### src/rtl/mult_share_pkg.sv
// Shared definitions for the multiplier-sharing arbiter: FSM state
// encodings and the requester-ID width helper.
package mult_share_pkg;

   // FSM state encoding; the unused code 2'b11 recovers to ST_IDLE.
   typedef logic [1:0] state_t;

   localparam state_t ST_IDLE = 2'b00;
   localparam state_t ST_MUL  = 2'b01;
   localparam state_t ST_HOLD = 2'b10;

   // Width of a requester index for n requesters (at least 1 bit).
   function automatic int idw_of(input int n);
      int w;
      w = 1;
      for (int i = 1; i < 31; i++) begin
         if ((1 << i) < n) w = i + 1;
      end
      return w;
   endfunction

endpackage

### src/rtl/rr_pick.sv
// Round-robin priority picker. Searches the request vector starting one
// position above 'last' and wrapping, returning the first set index.
// 'last' itself has the lowest priority.
module rr_pick #(
   parameter int NREQ = 4,
   localparam int IDW = mult_share_pkg::idw_of(NREQ)
) (
   input  logic [NREQ-1:0] req,
   input  logic [IDW-1:0]  last,
   output logic [IDW-1:0]  grant,
   output logic            any
);

   // Index 'off' positions above 'base', wrapped into 0..NREQ-1.
   function automatic logic [IDW-1:0] wrap_add(input logic [IDW-1:0] base,
                                               input int off);
      int s;
      s = int'(base) + off;
      if (s >= NREQ) s = s - NREQ;
      return s[IDW-1:0];
   endfunction

   // Walk from the lowest priority slot to the highest; the last hit wins,
   // which is the candidate nearest to last+1.
   always_comb begin
      grant = '0;
      any   = |req;
      for (int i = NREQ; i >= 1; i--) begin
         if (req[wrap_add(last, i)]) grant = wrap_add(last, i);
      end
   end

endmodule

### src/rtl/unsigned_multiplier_gen.sv
// Combinational N x N unsigned array multiplier with a full 2N-bit product.
module unsigned_multiplier_gen #(
   parameter int N = 4
) (
   input  logic [N-1:0]   a,
   input  logic [N-1:0]   b,
   output logic [2*N-1:0] p
);

   logic [2*N-1:0] pp [N];

   // One shifted partial product per multiplier bit.
   for (genvar i = 0; i < N; i++) begin : g_pp
      assign pp[i] = b[i] ? ({{N{1'b0}}, a} << i) : '0;
   end

   // Sum the partial-product rows.
   always_comb begin
      p = '0;
      for (int i = 0; i < N; i++) begin
         p = p + pp[i];
      end
   end

endmodule

### src/rtl/mult_share_arbiter.sv
// Shares one combinational multiplier among NREQ requesters. A round-robin
// pick selects one requester in IDLE; its operands are latched, multiplied
// in MUL, and the registered product is held in HOLD until consumed.
//
// Handshake semantics (both channels): a transfer happens on a rising clock
// edge where valid and ready are both high. A producer holds valid and its
// payload stable until that transfer. req_ready is one-hot and never depends
// on anything but state, reset and the request vector; rsp_valid/rsp_id/
// rsp_prod are registers and stay stable until rsp_valid & rsp_ready.
module mult_share_arbiter
   import mult_share_pkg::*;
#(
   parameter int N    = 4,
   parameter int NREQ = 4,
   localparam int IDW = mult_share_pkg::idw_of(NREQ)
) (
   input  logic              clk,
   input  logic              rst_n,
   input  logic [NREQ-1:0]   req_valid,
   output logic [NREQ-1:0]   req_ready,
   input  logic [NREQ*N-1:0] req_x,
   input  logic [NREQ*N-1:0] req_y,
   output logic              rsp_valid,
   input  logic              rsp_ready,
   output logic [IDW-1:0]    rsp_id,
   output logic [2*N-1:0]    rsp_prod,
   output logic              busy
);

   state_t         state;
   state_t         state_nxt;
   logic [IDW-1:0] last_grant;
   logic [IDW-1:0] grant;
   logic           any;
   logic           accept;
   logic [N-1:0]   x_sel;
   logic [N-1:0]   y_sel;
   logic [N-1:0]   x_q;
   logic [N-1:0]   y_q;
   logic [IDW-1:0] id_q;
   logic [2*N-1:0] prod;

   rr_pick #(.NREQ(NREQ)) u_pick (
      .req   (req_valid),
      .last  (last_grant),
      .grant (grant),
      .any   (any)
   );

   unsigned_multiplier_gen #(.N(N)) u_mul (
      .a (x_q),
      .b (y_q),
      .p (prod)
   );

   // An accept happens whenever IDLE sees any request; the picker guarantees
   // the granted requester is valid. Gating with rst_n keeps req_ready low
   // for the whole reset, not just after the first edge.
   assign accept = rst_n && (state == ST_IDLE) && any;
   assign busy   = (state != ST_IDLE);

   // One-hot ready for the granted requester.
   always_comb begin
      req_ready = '0;
      if (accept) req_ready[grant] = 1'b1;
   end

   // Select the granted requester's operand pair.
   always_comb begin
      x_sel = '0;
      y_sel = '0;
      for (int k = 0; k < NREQ; k++) begin
         if (grant == IDW'(k)) begin
            x_sel = req_x[k*N +: N];
            y_sel = req_y[k*N +: N];
         end
      end
   end

   // Next-state: IDLE -> MUL on accept, MUL -> HOLD always, HOLD -> IDLE
   // once the response is taken. The spare encoding returns to IDLE.
   always_comb begin
      state_nxt = state;
      case (state)
         ST_IDLE: if (accept) state_nxt = ST_MUL;
         ST_MUL:  state_nxt = ST_HOLD;
         ST_HOLD: if (rsp_ready) state_nxt = ST_IDLE;
         default: state_nxt = ST_IDLE;
      endcase
   end

   // State, round-robin pointer and latched operands. last_grant resets to
   // the top index so requester 0 is searched first after reset.
   always_ff @(posedge clk or negedge rst_n) begin
      if (!rst_n) begin
         state      <= ST_IDLE;
         last_grant <= IDW'(NREQ - 1);
         x_q        <= '0;
         y_q        <= '0;
         id_q       <= '0;
      end else begin
         state <= state_nxt;
         if (accept) begin
            last_grant <= grant;
            x_q        <= x_sel;
            y_q        <= y_sel;
            id_q       <= grant;
         end
      end
   end

   // Response register: loaded at the end of MUL, cleared when consumed.
   // rsp_ready outside HOLD has no effect because rsp_valid is low there.
   always_ff @(posedge clk or negedge rst_n) begin
      if (!rst_n) begin
         rsp_valid <= 1'b0;
         rsp_id    <= '0;
         rsp_prod  <= '0;
      end else begin
         if (state == ST_MUL) begin
            rsp_valid <= 1'b1;
            rsp_id    <= id_q;
            rsp_prod  <= prod;
         end else if (state == ST_HOLD && rsp_ready) begin
            rsp_valid <= 1'b0;
         end
      end
   end

endmodule

### config.mk
export PLATFORM = sky130hd
export DESIGN_NAME = mult_share_arbiter
export DESIGN_NICKNAME = d
export VERILOG_FILES = /design/src/rtl/mult_share_pkg.sv /design/src/rtl/rr_pick.sv /design/src/rtl/unsigned_multiplier_gen.sv /design/src/rtl/mult_share_arbiter.sv
export SDC_FILE = /design/constraint.sdc
export NUM_CORES = 1
export LEC_CHECK = 0
export CORE_AREA = 2 2 80 82
export DETAILED_ROUTE_END_ITERATION = 7
export DIE_AREA = 0 0 82 84
export DONT_BUFFER_PORTS = 1
export PLACE_DENSITY = 0.44
export SYNTH_ARGS = -nofsm -noshare
export SYNTH_HDL_FRONTEND = slang
export SYNTH_HIERARCHICAL = 1
export SYNTH_SLANG_ARGS = --single-unit
### constraint.sdc
create_clock -name clk -period 3.15 [get_ports clk]
set_clock_uncertainty 0.2 [all_clocks]
set_input_delay 0.315 -clock clk [delete_from_list [all_inputs] [get_ports clk]]
set_output_delay 0.315 -clock clk [all_outputs]
set_load 0.01 [all_outputs]
# Yosys cells after proc, flatten, opt, wreduce, memory -nomap -nowiden
# Index checks and enable logic that the tools add are counted.
[word_totals] inputBits=39 reg_bits=25 output_inout_bits=16 elab_cells=82
[op_classes] eq_ne=7 magnitude_cmp=10 n_addsub=11 n_mux=36 n_reduce_logical=10
[ops] operator="$mux 4" count=10
[ops] operator="$mux 2" count=10
[ops] operator="$lt 2x3->1 const B" count=5
[ops] operator="$ge 3x3->1 const B" count=3
[ops] operator="$add 8x6->8" count=1
[ops] operator="$add 8x7->8" count=1
[ops] operator="$add 8x8->8" count=1
[ops] operator="$bmux 1 s2" count=4
[ops] operator="$sub 2x1->2 const B" count=4
[ops] operator="$mux 1" count=7
[ops] operator="$mux 7" count=1
[ops] operator="$add 2x2->3 const B" count=2
[ops] operator="$eq 2x2->1 const B" count=3
[ops] operator="$mux 6" count=1
[ops] operator="$pmux 2 s3" count=1
[ops] operator="$mux 5" count=1
[ops] operator="$add 2x3->4 const B" count=1
[ops] operator="$eq 2x1->1 const B" count=2
[ops] operator="$ge 4x3->1 const B" count=1
[ops] operator="$logic_and 1x1->1" count=4
[ops] operator="$logic_not 2->1" count=2
[ops] operator="$ne 2x2->1 const B" count=2
[ops] operator="$reduce_bool 2->1" count=2
[ops] operator="$reduce_or 4->1" count=1
[ops] operator="4 further kinds" count=4

# Longest topological paths before layout
[logic_depth] depth_word=14 ltp_mapped=11 mapped_depth_nobuf=11

# Hierarchy
# The synthesis kept the hierarchy.
[modules_own_cells] module="mult_share_arbiter" instances=1 seq_area_each_um2=628.1 cells_each=75 area_each_um2=1223.7
[modules_own_cells] module="unsigned_multiplier_gen" instances=1 seq_area_each_um2=0.0 cells_each=42 area_each_um2=385.4
[modules_own_cells] module="rr_pick" instances=1 seq_area_each_um2=0.0 cells_each=14 area_each_um2=91.3

# Worst setup path before layout
# Ideal clock, no wire load.
[synth_timing] path_type="register to register" startpoint="register y_q[3]" endpoint="register rsp_prod[7]" synth_period_minus_slack_ps=3212 setup_ps=125 t_arrival_ps=2888 path_slack_ps=-62 required_time_ps=2825 n_path_buf=0 path_stages_with_launch=12 cell_sequence="dfrtp_1 and2_1 fa_1 inv_1 fa_1 inv_1 ha_1 fa_1 a21o_1 a21oi_2 xnor2_1 mux2_2"
[synth_between] elab_chain_cells=2
[synth_rtl] item="from (decl)" line="mult_share_arbiter.sv:39" text="logic [N-1:0] y_q;"
[synth_rtl] item="from (signal assigned)" line="mult_share_arbiter.sv:106" text="y_q <= y_sel;"
[synth_rtl] item="$mux 7" line="unsigned_multiplier_gen.sv:14" text="assign pp[i] = b[i] ? ({{N{1'b0}}, a} << i) : '0;"
[synth_rtl] item="$add 8x7->8" line="unsigned_multiplier_gen.sv:21" text="p = p + pp[i];"
[synth_rtl] item="named net prod[7]" line="mult_share_arbiter.sv:41" text="logic [2*N-1:0] prod;"
[synth_rtl] item="to (signal assigned)" line="mult_share_arbiter.sv:123" text="rsp_prod <= prod;"
[synth_rtl] item="to (decl)" line="mult_share_arbiter.sv:26" text="output logic [2*N-1:0] rsp_prod,"
# The timed path passes the listed nets, and every way through them passes these cells.
# A chain may end at the register's enable or synchronous reset.

# Final worst setup path
[layout_timing] startpoint="register y_q[1]" endpoint="register rsp_prod[7]"
[layout_between] elab_chain_cells=4
[layout_rtl] item="$mux 5" line="unsigned_multiplier_gen.sv:14"
[layout_rtl] item="$add 8x8->8" line="unsigned_multiplier_gen.sv:21"
[layout_rtl] item="$add 8x6->8" line="unsigned_multiplier_gen.sv:21"
[layout_rtl] item="$add 8x7->8" line="unsigned_multiplier_gen.sv:21"
[layout_rtl] item="named net prod[7]" line="mult_share_arbiter.sv:41"
# The timed path passes the listed nets, and every way through them passes these cells.

==> reports/qor.txt <==
Gpl congestion: 0.754
Die ar.: 6890 um^2
Congestion Overflow GR: 0
Clock power frac: 0.095
Unrepaired setup endpoints after global routing: true
Final period utilization: 0.996
Post-route cell area: 1910 um^2
Worst Setup Path Type: reg2reg
Iter 0 DRT Violations: 10
Core Area: 6100 um^2
Final non-filler cell total: 218
Crit Path Max Fanout: 2
Drt first pass iters: 4
WP data arrival: 3.10 ns
Clock tree buffer depth: 2
CTS tree: done
CTS root buffer: clkbuf_8
Critical path launch point type: flip-flop
Clk sinks: 25
Commonest non-fill, non-tap cell in the layout: dfrtp_1
IR drop worst, VDD: 0.462 mV
Wire per inst: 15.2 um
Measured slew at the worst slew-check pin: 0.824 ns
Hold WC Path Type: in2reg
Critical Path RT: 3.12 ns
Initial antenna violation count: 0
Commonest cells after routing, fill and taps aside: dfrtp_1, mux2_2, buf_4, and2_1, ha_1
Mean Syn Cell Area: 13.0 um^2
Synthesis-stage register bit count: 25
Slew HR: 0.451
Remaining DRCs: 0
Clock Latency Late Sink: 0.27 ns
Number of global-route vias before repair: 1104
Hpwl dp: 2640 um
Total power draw: 2.05 mW
Setup ws final: 0.0136 ns
Top Ports: 55
Crit end category: flip-flop
Cell-internal power: 1.26 mW
Reg power frac: 0.316
Utilization after layout: 0.313
Post-route ant nets: 0
Setup TNS: 0 ns
Area of the mapped netlist: 1700 um^2
Largest net degree at the start of global routing: 26
Minimum clock period: 3.14 ns
Status: finished, final reports clean
Initial Util: 0.279
Synth cell types: 35
Synth Warn #: 6
Clk slew on worst S/H paths: 0.09 ns
Drt via density: 4.73
Area delta synth->final: 12.4%
Die Ht: 84 um
Nets: 196
Post-placement cell area: 1820 um^2
CTS buffer count: 3
Fmax achieved: 319 MHz
Vias post-DR: 1032
Post-place setup slack: -0.0583 ns
H-tree Lvls: 1
Post-Syn Nets: 185
Count of final hold-check violations: 0
Leak: 0.880 nW
Die Width: 82 um
# rows: 29
Fraction of layout cells with a size suffix above 1: 0.383
IO Port Bufs: 0
Sequential-to-total area share from yosys stat: 0.369
First-pass GRT wire length: 5370 um
Mapped Cells: 131
PD cells: 1070 nW/um^2
Switching Fraction: 0.387
Gate power share: 0.589
Psw: 0.795 mW
Hold Worst Slack: 0.0663 ns
Antenna diodes: 0
Wirelength, routed: 3320 um
Final setup viols: 0
Placed Instances: 211
GR Util All Layers: 0.102
MaxCap Viol Count: 0
Final Max Slew Viols: 0
[power by group through the flow]
stage                     logic [mW]  clock network, mW  registers, mW
after global placement          1.20                  0          0.651
after floorplan                0.947                  0          0.631
after detailed placement        1.21                  0          0.659
final                           1.21              0.195          0.649
after global routing            1.37              0.218          0.678
after CTS                       1.24              0.206          0.653
[worst max-delay path, stage by stage, from the launching register on]
cell and delay, ns:
dfrtp_1 0.40, and2_4 0.17, fa_1 0.54, inv_1 0.05
fa_1 0.47, inv_1 0.04, ha_2 0.19, fa_2 0.34
a21o_1 0.19, a21oi_2 0.12, xnor2_1 0.08, mux2_2 0.25
[logic make-up after synthesis]
logic type               count (synthesis)  share of synthesized area
AND/OR/NAND/NOR                         32                      0.112
XOR/XNOR                                 3                     0.0155
flip-flops                              25                      0.369
buffers and inverters                   14                     0.0456
adder cells (fa/ha/maj)                 15                      0.132
AO/OA/AOI/OAI                           11                     0.0500
multiplexers                            31                      0.275
[state kept, by name, indices dropped and copies added, names as in the netlist]
signal / cells
rsp_valid: 1
rsp_prod: 8
id_q: 2
x_q: 4
y_q: 4
last_grant: 2
rsp_id: 2
state: 2
[synth_stat cells]
library cell | number | area share
a21boi_0 | 1 | 0.0044
a21o_1 | 2 | 0.0088
a21oi_1 | 3 | 0.0088
a21oi_2 | 2 | 0.010
a2bb2oi_1 | 1 | 0.0052
a31oi_1 | 1 | 0.0037
and2_1 | 12 | 0.044
and2b_1 | 1 | 0.0044
and3_2 | 2 | 0.0088
buf_1 | 1 | 0.0022
buf_2 | 2 | 0.0059
buf_4 | 1 | 0.0044
buf_6 | 1 | 0.0066
buf_8 | 1 | 0.0088
dfrtp_1 | 23 | 0.34
dfstp_2 | 2 | 0.031
fa_1 | 5 | 0.059
ha_1 | 10 | 0.074
inv_1 | 8 | 0.018
mux2_2 | 18 | 0.12
mux2_4 | 4 | 0.035
mux2i_1 | 1 | 0.0059
mux4_1 | 4 | 0.062
mux4_2 | 4 | 0.053
nand2_1 | 5 | 0.011
nand2b_1 | 3 | 0.011
nand4bb_1 | 1 | 0.0066
nor2_1 | 2 | 0.0044
nor2b_1 | 1 | 0.0037
nor3_1 | 2 | 0.0059
nor3b_1 | 1 | 0.0044
o221ai_2 | 1 | 0.0088
or2_2 | 2 | 0.0074
xnor2_1 | 2 | 0.010
xor2_1 | 1 | 0.0052
[final timing paths]
check	startpoint	endpoint	slack [ns]	cells past startpoint
max in group asynchronous	rst_n	last_grant[1]$_DFFE_PN1P_	2.25	2
hold reg to reg	id_q[1]$_DFFE_PN0P_	rsp_id[1]$_DFFE_PN0P_	0.32	1
setup / recovery	y_q[1]$_DFFE_PN0P_	rsp_prod[7]$_DFFE_PN0P_	0.01	11
min in group asynchronous	rst_n	rsp_prod[7]$_DFFE_PN0P_	0.26	2
setup reg to reg	y_q[1]$_DFFE_PN0P_	rsp_prod[7]$_DFFE_PN0P_	0.01	11
hold / removal	rsp_ready	rsp_valid$_DFFE_PN0P_	0.07	2
[per-layer routing]
layer	global-route usage	vias to the layer above	wire, um
met3	0.0303	3	264
li1	-	486	-
met5	0	-	0
met4	0.0273	0	23
met1	0.141	500	1520
met2	0.155	43	1510
[layout make-up]
cell class / count / area, um^2
Clock buffer: 3 / 41.3
Clock inverter: 1 / 5.00
Fill cell: 629 / 4190
Inverter: 8 / 30.0
Multi-Input combinational cell: 92 / 1000
Sequential cell: 25 / 628
Tap cell: 77 / 96.3
Timing Repair Buffer: 12 / 105
[repair_timing]
action,CTS,global route
pin swaps,7,0
gates resized for setup,1,0
setup endpoints to repair,1,1
setup buffers,1,0
endpoints found under the hold margin,25,0
hold buffers,2,0
cloned,0,0
Note: power is estimated with default switching activity, not from simulation.
==> edit: new RTL, config.mk and constraints unchanged <==
`NREQ` is set to 4 in 2 places; all go to 3.
--- a/src/rtl/rr_pick.sv
+++ b/src/rtl/rr_pick.sv
@@ -4,3 +4,3 @@
 module rr_pick #(
-   parameter int NREQ = 4,
+   parameter int NREQ = 3,
    localparam int IDW = mult_share_pkg::idw_of(NREQ)
--- a/src/rtl/mult_share_arbiter.sv
+++ b/src/rtl/mult_share_arbiter.sv
@@ -13,3 +13,3 @@
    parameter int N    = 4,
-   parameter int NREQ = 4,
+   parameter int NREQ = 3,
    localparam int IDW = mult_share_pkg::idw_of(NREQ)
Interface: changed (resized req_ready, req_valid, req_x and req_y); port bits go from 55 to 45. No check against the original RTL was run, so the function may have changed too.
==> edit against the original RTL <==
Setup slack gained 0.047 ns; synthesized area shrank 4.0%; maximum frequency grew 1.5%; routed wire length shrank 0.66%; sequential power shrank 6.6%; final area grew 1.2%; sequential cell count shrank 1; total power grew 21%; non-clock buffer count grew 6; count of clock-buffer cells in the layout is the same; critical path type unchanged; largest cell class unchanged; largest power group unchanged.
==> edit: results (changes against the original RTL) <==
[critical_path] data arrival at the endpoint of the critical path 3.05 ns [-0.05 ns]
[power_and_ir_drop] VDD IR-drop max 0.547 mV [+18%]
[sta] relative slew slack 0.586 [+0.135]
[global_routing] met3 Usage GRT 0.0162 [-0.0141]
[critical_path] category of the worst setup path launch point register
[yosys] commonest cells in the synthesized netlist dfrtp_1, nand2_1, ha_1
[layout] count of fill cells added during filler insertion 636 [+1.1%]
[place] Worst Setup Slack post-DPL -0.0239 ns [+0.0344 ns]
[place] GPL Wtd Cong 0.729 [-3.4%]
[yosys] Post-Synthesis Mean Instance Area 10.3 µm² [-20%]
[route] routed vias 1,100 [+6.6%]
[global_routing] pin count of the biggest net entering global routing 25 [-3.8%]
[layout] share of layout cells above drive strength 1 0.241 [-0.142]
[route] Detailed Route WL 3.30 mm [-0.66%]
[layout] number of standard cells in the layout, taps in and fillers out 251 [+15%]
[yosys] share of the yosys chip area belonging to registers 0.369 [-0.000807]
[global_routing] met1 capacity usage during global routing 0.141 [about the same]
[route] First DRT Iteration DRCs 44 [+34]
[global_routing] global-route wire length before repair 5.61 mm [+4.5%]
[status] result of the run finished clean
[global_routing] fraction of met2 tracks used by global routing 0.163 [+0.00739]
[global_routing] number of global-route vias before repair 1,180 [+6.9%]
[yosys] adder and majority gate portion of the synthesized area 0.161 [+0.0285]
[place] placed cell count 237 [+12%]
[yosys] multiplexer fraction of the synthesized cell area 0.125 [-0.150]
[yosys] leading cell types by total area after synthesis dfrtp_1, ha_1, mux2_2
[place] sum of net half-perimeters after detailed placement 2.59 mm [-1.9%]
[yosys] Netlist cell types 36 [+2.9%]
[place] placed cell area 1740 µm² [-4.6%]
[yosys] Syn Nets 206 [+11%]
[edit: power by group]
| group | switching (W) | total [W] | internal (W) | leakage, nW |
|---|---|---|---|---|
| clock network | 0.000104 | 0.000274 | 0.000170 | 0.0357 |
| logic | 0.000771 | 0.00160 | 0.000826 | 0.545 |
| registers | 0.000142 | 0.000606 | 0.000464 | 0.286 |
[edit: cell type report]
cell class	count	area (µm²)	share of cell area
timing repair buffer	18	165	0.0854
clock inverter	1	30.0	0.0155
sequential	24	602	0.311
multi-input combinational	118	962	0.497
inverter	10	37.5	0.0194
tap	77	96.3	0.0498
clock buffer	3	41.3	0.0213
[edit: final timing paths]
check,end,slack (ns),cells past startpoint
max,rsp_prod[7]$_DFFE_PN0P_,0.06,11
min,y_q[2]$_DFFE_PN0P_,0.005,2
max reg2reg,rsp_prod[7]$_DFFE_PN0P_,0.06,11
min reg2reg,last_grant[1]$_DFFE_PN1P_,0.30,2
max in group asynchronous,last_grant[1]$_DFFE_PN1P_,2.26,2
min in group asynchronous,rsp_prod[6]$_DFFE_PN0P_,0.26,2
[edit: critical path, stage by stage, from the launching register on]
cell	delay, ns
dfrtp_1	0.39
and2_4	0.16
fa_1	0.52
inv_1	0.05
fa_1	0.49
inv_2	0.05
ha_4	0.15
fa_2	0.33
a21o_1	0.17
a21oi_2	0.14
xnor2_1	0.07
mux2_2	0.25
[edit: what timing repair did]
action | 4_1_cts | 5_1_grt
endpoints found under the hold margin | 30 | 0
pin swaps | 8 | 0
hold buffers | 8 | 0
buffers inserted | 2 | 0
endpoints found under the setup margin | 1 | 1
resized for setup | 1 | 4
[edit: routing by layer]
metal,part of all wire,up-vias
met5,0,-
met4,0.017,0
met3,0.048,4
met2,0.46,37
met1,0.48,498
li1,-,561
